<file path="src/rtl/corr_pkg.sv">
// Shared definitions for the correlator peak detector: register offsets,
// event record layout, FSM states and the magnitude helper.
package corr_pkg;

  localparam logic [31:0] OFF_CTRL       = 32'h00;
  localparam logic [31:0] OFF_WINDOW     = 32'h04;
  localparam logic [31:0] OFF_TH_LO      = 32'h08;
  localparam logic [31:0] OFF_TH_HI      = 32'h0C;
  localparam logic [31:0] OFF_STATUS     = 32'h10;
  localparam logic [31:0] OFF_EVT_ID     = 32'h14;
  localparam logic [31:0] OFF_EVT_CNT    = 32'h18;
  localparam logic [31:0] OFF_EVT_MAG_LO = 32'h1C;
  localparam logic [31:0] OFF_EVT_MAG_HI = 32'h20;
  localparam logic [31:0] OFF_EVT_POP    = 32'h24;

  // Widest correlator index an event record can carry.
  localparam int ID_MAX = 8;

  localparam logic [63:0] MAG_SAT = 64'h7FFF_FFFF_FFFF_FFFF;

  typedef enum logic [1:0] {IDLE, ACCUM, COMMIT} state_t;

  typedef struct packed {
    logic [ID_MAX-1:0] id;
    logic [31:0]       cnt;
    logic [63:0]       mag;
  } evt_t;

  // |v| as unsigned; the most negative value has no positive twin, so clamp it.
  function automatic logic [63:0] abs_sat(input logic [63:0] v);
    if (!v[63])
      return v;
    if (v == 64'h8000_0000_0000_0000)
      return MAG_SAT;
    return 64'd0 - v;
  endfunction

endpackage

</file>
<file path="src/rtl/corr_evt_fifo.sv">
// Synchronous event FIFO with occupancy count; simultaneous push and pop are
// both honoured, including when full. Reports a drop pulse on a rejected push.
module corr_evt_fifo #(
  parameter int W     = 104,
  parameter int DEPTH = 8
) (
  input  logic                     clk,
  input  logic                     rst,
  input  logic                     push,
  input  logic [W-1:0]             din,
  input  logic                     pop,
  output logic [W-1:0]             dout,
  output logic [$clog2(DEPTH):0]   count,
  output logic                     full,
  output logic                     empty,
  output logic                     drop
);
  localparam int AW = $clog2(DEPTH);
  localparam int CW = AW + 1;

  logic [W-1:0]  mem [DEPTH];
  logic [AW-1:0] wr_ptr, rd_ptr;
  logic          do_push, do_pop;

  assign full    = (count == CW'(DEPTH));
  assign empty   = (count == '0);
  assign do_pop  = pop && !empty;
  assign do_push = push && (!full || do_pop);
  assign drop    = push && !do_push;
  assign dout    = mem[rd_ptr];

  always_ff @(posedge clk or posedge rst) begin
    if (rst) begin
      wr_ptr <= '0;
      rd_ptr <= '0;
      count  <= '0;
    end else begin
      if (do_push) wr_ptr <= wr_ptr + 1'b1;
      if (do_pop)  rd_ptr <= rd_ptr + 1'b1;
      count <= count + CW'(do_push) - CW'(do_pop);
    end
  end

  // NOTE: storage has no reset; validity is tracked by the pointers and count,
  // which keeps the array as plain RAM.
  always_ff @(posedge clk) begin
    if (do_push) mem[wr_ptr] <= din;
  end

endmodule

</file>
<file path="src/rtl/corr_peak_detect.sv">
// Tracks the largest correlator dump magnitude over a programmable window and
// queues threshold-qualified peaks in a bus-readable event FIFO.
module corr_peak_detect
  import corr_pkg::*;
#(
  parameter logic [31:0] BASE  = 32'hFE000900,
  parameter int          DEPTH = 8,
  parameter int          IDW   = 5
) (
  input  logic           clk,
  input  logic           rst,
  input  logic [31:0]    addr,
  input  logic [31:0]    Wdata,
  input  logic           write,
  input  logic           read,
  output logic [31:0]    Rdata,
  input  logic           dump_valid,
  input  logic [63:0]    dump_value,
  input  logic [31:0]    dump_cnt,
  input  logic [IDW-1:0] dump_id,
  output logic           irq
);
  localparam int CW = $clog2(DEPTH) + 1;

  logic        ctrl_en, ctrl_irq_en, overflow;
  logic [31:0] window, th_lo, th_hi;

  state_t      state, state_next;
  logic [31:0] wcnt, wcnt_next, win_eff;
  evt_t        s1, peak, peak_next;
  logic        s1_valid, push;

  evt_t        head, fifo_dout;
  logic [CW-1:0] fifo_count;
  logic        fifo_full, fifo_empty, fifo_drop;

  logic [31:0] off;
  logic        wr_ctrl, pop;

  assign off     = addr - BASE;
  assign wr_ctrl = write && (off == OFF_CTRL);
  assign pop     = write && (off == OFF_EVT_POP);

  always_ff @(posedge clk or posedge rst) begin
    if (rst) begin
      ctrl_en     <= 1'b0;
      ctrl_irq_en <= 1'b0;
      window      <= '0;
      th_lo       <= '0;
      th_hi       <= '0;
      overflow    <= 1'b0;
    end else begin
      if (wr_ctrl) begin
        ctrl_en     <= Wdata[0];
        ctrl_irq_en <= Wdata[1];
      end
      if (write && off == OFF_WINDOW) window <= Wdata;
      if (write && off == OFF_TH_LO)  th_lo  <= Wdata;
      if (write && off == OFF_TH_HI)  th_hi  <= Wdata;
      // A fresh overflow beats a simultaneous clear request.
      if (fifo_drop)                 overflow <= 1'b1;
      else if (wr_ctrl && Wdata[2])  overflow <= 1'b0;
    end
  end

  // Stage 1: magnitude. A dump held during COMMIT is consumed on return to ACCUM.
  always_ff @(posedge clk or posedge rst) begin
    if (rst) begin
      s1_valid <= 1'b0;
      s1       <= '0;
    end else if (!ctrl_en) begin
      s1_valid <= 1'b0;
    end else if (dump_valid && state != IDLE) begin
      s1_valid <= 1'b1;
      s1.id    <= ID_MAX'(dump_id);
      s1.cnt   <= dump_cnt;
      s1.mag   <= abs_sat(dump_value);
    end else if (state == ACCUM) begin
      s1_valid <= 1'b0;
    end
  end

  assign win_eff = (window == '0) ? 32'd1 : window;

  always_ff @(posedge clk or posedge rst) begin
    if (rst) begin
      state <= IDLE;
      wcnt  <= '0;
      peak  <= '0;
    end else begin
      state <= state_next;
      wcnt  <= wcnt_next;
      peak  <= peak_next;
    end
  end

  // NOTE: every output of this block gets a default first so no path leaves
  // a signal unassigned, which is what would otherwise infer a latch.
  always_comb begin
    state_next = state;
    wcnt_next  = wcnt;
    peak_next  = peak;
    push       = 1'b0;
    unique case (state)
      IDLE: begin
        wcnt_next = '0;
        peak_next = '0;
        if (ctrl_en) state_next = ACCUM;
      end
      ACCUM: begin
        if (!ctrl_en) begin
          state_next = IDLE;
          wcnt_next  = '0;
          peak_next  = '0;
        end else if (s1_valid) begin
          // Strict compare keeps the earliest dump on ties; first dump always loads.
          if (wcnt == '0 || s1.mag > peak.mag) peak_next = s1;
          wcnt_next = wcnt + 32'd1;
          if (wcnt_next >= win_eff) state_next = COMMIT;
        end
      end
      COMMIT: begin
        push       = (peak.mag >= {th_hi, th_lo});
        wcnt_next  = '0;
        peak_next  = '0;
        state_next = ctrl_en ? ACCUM : IDLE;
      end
      default: state_next = IDLE;
    endcase
  end

  corr_evt_fifo #(.W($bits(evt_t)), .DEPTH(DEPTH)) u_fifo (
    .clk   (clk),
    .rst   (rst),
    .push  (push),
    .din   (peak),
    .pop   (pop),
    .dout  (fifo_dout),
    .count (fifo_count),
    .full  (fifo_full),
    .empty (fifo_empty),
    .drop  (fifo_drop)
  );

  assign head = fifo_empty ? '0 : fifo_dout;

  always_ff @(posedge clk or posedge rst) begin
    if (rst) irq <= 1'b0;
    else     irq <= ctrl_irq_en && !fifo_empty;
  end

  always_comb begin
    Rdata = '0;
    if (!rst && read) begin
      case (off)
        OFF_CTRL:       Rdata = {30'd0, ctrl_irq_en, ctrl_en};
        OFF_WINDOW:     Rdata = window;
        OFF_TH_LO:      Rdata = th_lo;
        OFF_TH_HI:      Rdata = th_hi;
        OFF_STATUS:     Rdata = {22'd0, state != IDLE, overflow, 8'(fifo_count)};
        OFF_EVT_ID:     Rdata = 32'(head.id);
        OFF_EVT_CNT:    Rdata = head.cnt;
        OFF_EVT_MAG_LO: Rdata = head.mag[31:0];
        OFF_EVT_MAG_HI: Rdata = head.mag[63:32];
        default:        Rdata = '0;
      endcase
    end
  end

endmodule

</file>
<file path="config.mk">
export PLATFORM = sky130hd
export DESIGN_NAME = corr_peak_detect
export DESIGN_NICKNAME = d
export VERILOG_FILES = /design/src/rtl/corr_pkg.sv /design/src/rtl/corr_evt_fifo.sv /design/src/rtl/corr_peak_detect.sv
export SDC_FILE = /design/constraint.sdc
export NUM_CORES = 2
export LEC_CHECK = 0
export ABC_AREA = 1
export CORE_MARGIN = 2
export CORE_UTILIZATION = 35
export CTS_BUF_LIST = sky130_fd_sc_hd__clkbuf_2
export DETAILED_ROUTE_END_ITERATION = 10
export RECOVER_POWER = 50
export SETUP_SLACK_MARGIN = 0.4
export SYNTH_ARGS = -nofsm -noshare
export SYNTH_HDL_FRONTEND = slang
export SYNTH_HIERARCHICAL = 1
export SYNTH_SLANG_ARGS = --single-unit
</file>
<file path="constraint.sdc">
create_clock -name clk -period 9.77 [get_ports clk]
set_input_delay 0.977 -clock clk [delete_from_list [all_inputs] [get_ports clk]]
set_output_delay 0.977 -clock clk [all_outputs]
set_load 0.02 [all_outputs]
</file>
==> impl_results.md <==
* Num Clock Sinks at 1179
* Clock tree buffer depth at 4
* H-tree lvl count at 5
* Initial standard-cell utilization of the core at 0.3524
* Cells resized by post-CTS repair at 0
* Clock-pin slew reported for the worst setup and hold paths after clock tree synthesis at 0.09 ns
* CTS tree: built
* Share of synthesized registers carrying an async set or reset at 0.2943
* Hold WC Path Type: primary input to flip-flop
* Fraction of post-synthesis cell area in the top cell type by area at 0.4421
* Flop and latch count out of synthesis at 1179
* Unrepaired setup endpoints after global routing: false
* Number of placed I/O pins at 203
* Path type of the worst setup path: primary input to primary output
* Number of violations of the max-capacitance limit at 7
* Relative slew margins at -1.624
* Synthesized area per cell at 9.494 sq um
* Via-per-instance ratio at 5.054
* Required time of the critical path at 8.79 ns
* Antenna violations before repair at 11
* Number of slew-limit violations in the final report at 367
* Type of destination of the critical path: primary output
* Proportion of synthesized chip area in sequential cells at 0.5957
* Number of standard-cell rows in the floorplan at 147
* Critical Path Source Type: primary input
* Number of cells on the worst reg-to-reg path at 6
* Final Critical Period at 8.096 ns
* Critical path data arrival time at 7.12 ns
* Netlist cell types at 63
* Critical register-to-register path endpoint: s1[40]
* Cell area after technology mapping at 0.05652 sq mm
* Commonest cells after routing, fill and taps aside: sky130_fd_sc_hd__nand2_1, sky130_fd_sc_hd__edfxtp_1, sky130_fd_sc_hd__nor2_1
* Post-detailed-routing wire length at 182.4 mm
* # DRC at 0
* Detailed placement HPWL at 120.5 mm
* Total number of vias at 44430
* Vertical die dimension at 405.8 um
* Commonest non-fill, non-tap cell in the layout: sky130_fd_sc_hd__nand2_1
* Number of hold violations in the final report at 0
* Most used flip-flop cell after synthesis: sky130_fd_sc_hd__edfxtp_1
* Number of synthesized flops with an enable pin at 832
* Remaining Overflow, GRT at 0
* Synthesis-to-finish area growth at 13.65%
* Max Fanout on Critical Path at 66
* Layout cells sized above 1 at 0.08998
* CTS buffer count at 322
* Fraction of the core area covered by cells at the end of the flow at 0.4005
* Result of the run: finished, violations left
* Overall die area at 0.1647 sq mm
* Max Fclk at 123.5 MHz
* RD Place Congestion at 0.9194
* WL/cell at 20.74 um
* Violation count after the first detailed-routing iteration at 4775
* Cell count after synthesis at 5953
* Setup slack of the worst register-to-register path at 2.85 ns
* Count of yosys warnings during synthesis at 6
* Port Buffers at 202
* Power Density at 138.7 mW/mm^2
* Via count of the first global-routing pass at 42800
* Crit path to: Rdata[22]
* Global-route wire length before repair at 270.5 mm
* Transition time at the pin with the least slew margin at 3.936 ns
* Fraction of the cycle the final worst path needs at 0.8287
* Clock insertion delay at the later pin of the skew report at 1.69 ns
* Violations in the final reports: max-capacitance violations, max-slew violations
* Reg2reg start: ctrl_en
* Library cell occupying the most area in the post-synthesis netlist: sky130_fd_sc_hd__edfxtp_1
* Routed Antenna Nets at 0
* Core ar. at 0.1604 sq mm
* Leakage component of the power at 29.17 nW
* Final Net Count at 6750
* Maximum vdd ir drop at 0.1190 mV
* Root buf cell: sky130_fd_sc_hd__clkbuf_2
* Setup crit start: addr[9]
* Sum Neg Setup Slack at 0 ns
* Setup-failing EPs final at 0
* Pin count of the biggest net entering global routing at 203
* Iteration count of the initial detailed-routing pass at 6
* Final setup skew at 0.1579 ns
* Total track usage at 0.2199
* Horizontal die dimension at 405.8 um
* Cell types occupying the most area after synthesis: sky130_fd_sc_hd__edfxtp_1, sky130_fd_sc_hd__dfrtp_1, sky130_fd_sc_hd__nand2_1
cell usage after synthesis (all sizes together) (5+ instances only):
master  instances
a211oi          7
a21oi         151
a31oi          14
and2           24
buf           169
clkbuf        118
dfrtp         347
edfxtp        832
ha            170
inv           539
nand2        1766
nand3         224
nand3b         10
nand4         122
nor2          597
nor3           52
nor4           28
o211ai        108
o21ai         535
o221ai          5
o22a            5
o22ai          26
or2             7
xnor2          17
xor2           51
flip-flops by register name, summed over array words and instances (netlist names):
name and cells:
peak 101, u_fifo/wr_ptr 3, state 2, u_fifo/mem 832
s1_valid 1, th_lo 32, u_fifo/count 4, overflow 1
irq 1, s1 101, window 32, th_hi 32
wcnt 32, ctrl_en 1, u_fifo/rd_ptr 3, ctrl_irq_en 1
kinds of logic after synthesis:
logic type | Yosys count | synth area share
flip-flops | 1179 | 0.5957
AO/OA/AOI/OAI | 868 | 0.08448
other | 1 | 0.00006635
AND/OR/NAND/NOR | 2837 | 0.2068
adder cells (fa/ha/maj) | 171 | 0.03799
XOR/XNOR | 68 | 0.01054
buffers and inverters | 829 | 0.06445
per-layer routing:
metal / track usage / wire length, um / vias up
li1: - / - / 21010
met4: 0.07748 / 5647 / 8
met2: 0.3272 / 79010 / 1798
met3: 0.06174 / 16910 / 293
met5: 0 / 52 / -
met1: 0.3063 / 80760 / 21330
stage by stage:
step           area [sq um]  setup WS (ns)  hold WS [ns]  total power [W]  instances
3_5_place_dp          60490          2.695        0.4686         0.005638       8127
4_1_cts               64340          2.200    0.00001632         0.009023       8784
3_3_place_gp          60490          2.912        0.4641         0.005638       8127
2_1_floorplan         56610          1.727        0.4496         0.005499       5976
5_1_grt               64220          1.095       0.03184         0.009299       8788
6_report              64230          1.674        0.2075         0.008911       8792
final cells by class:
type | count | area, sq um
Fill cell | 16140 | 96150
Clock buffer | 467 | 2337
Antenna cell | 8 | 20.02
Clock inverter | 72 | 332.8
Timing Repair Buffer | 396 | 3722
Sequential cell | 1179 | 33680
Multi-Input combinational cell | 3968 | 19390
Tap cell | 2160 | 2703
Inverter | 542 | 2051
power breakdown:
| part | switching, W | total [W] | internal [W] |
|---|---|---|---|
| clock | 0.00203 | 0.00335 | 0.00131 |
| combinational | 0.000150 | 0.000270 | 0.000120 |
| sequential | 0.000000000224 | 0.00530 | 0.00530 |
what timing repair did:
| item | CTS | global route |
|---|---|---|
| hold buffers | 118 | 0 |
| setup buffers | 0 | 0 |
| hold endpoints to repair | 188 | 0 |
worst min path at each step:
stage / startpoint / end / slack (ns) / depth (start not counted)
2_1_floorplan: s1[64] / s1[64] / 0.45 / 2
3_5_place_dp: s1[76] / s1[76] / 0.47 / 2
5_1_grt: Wdata[4] / window[4] / 0.03 / 3
4_1_cts: dump_value[13] / s1[13] / 0.00002 / 4
6_report: Wdata[4] / window[4] / 0.21 / 3
3_3_place_gp: s1[78] / s1[78] / 0.46 / 2
worst max-delay path, cell delays in order:
cell,delay (ns)
sky130_fd_sc_hd__clkdlybuf4s50_1,0.47
sky130_fd_sc_hd__nor2_1,0.20
sky130_fd_sc_hd__nand2_1,0.12
sky130_fd_sc_hd__nand2_1,0.33
sky130_fd_sc_hd__nand3_1,0.15
sky130_fd_sc_hd__nand2_1,0.12
sky130_fd_sc_hd__inv_1,0.05
sky130_fd_sc_hd__nor2_1,0.13
sky130_fd_sc_hd__nand2_1,0.06
sky130_fd_sc_hd__nor2_1,0.11
sky130_fd_sc_hd__nand3_1,0.08
sky130_fd_sc_hd__nor2_1,1.49
sky130_fd_sc_hd__buf_4,0.78
sky130_fd_sc_hd__nand2_1,0.13
sky130_fd_sc_hd__nor2_2,0.29
sky130_fd_sc_hd__nand2_1,0.08
sky130_fd_sc_hd__nand2_1,0.07
sky130_fd_sc_hd__nor2_1,0.05
sky130_fd_sc_hd__a21oi_1,0.61
sky130_fd_sc_hd__clkdlybuf4s50_1,0.75
Power figures use the tool's default switching activity.
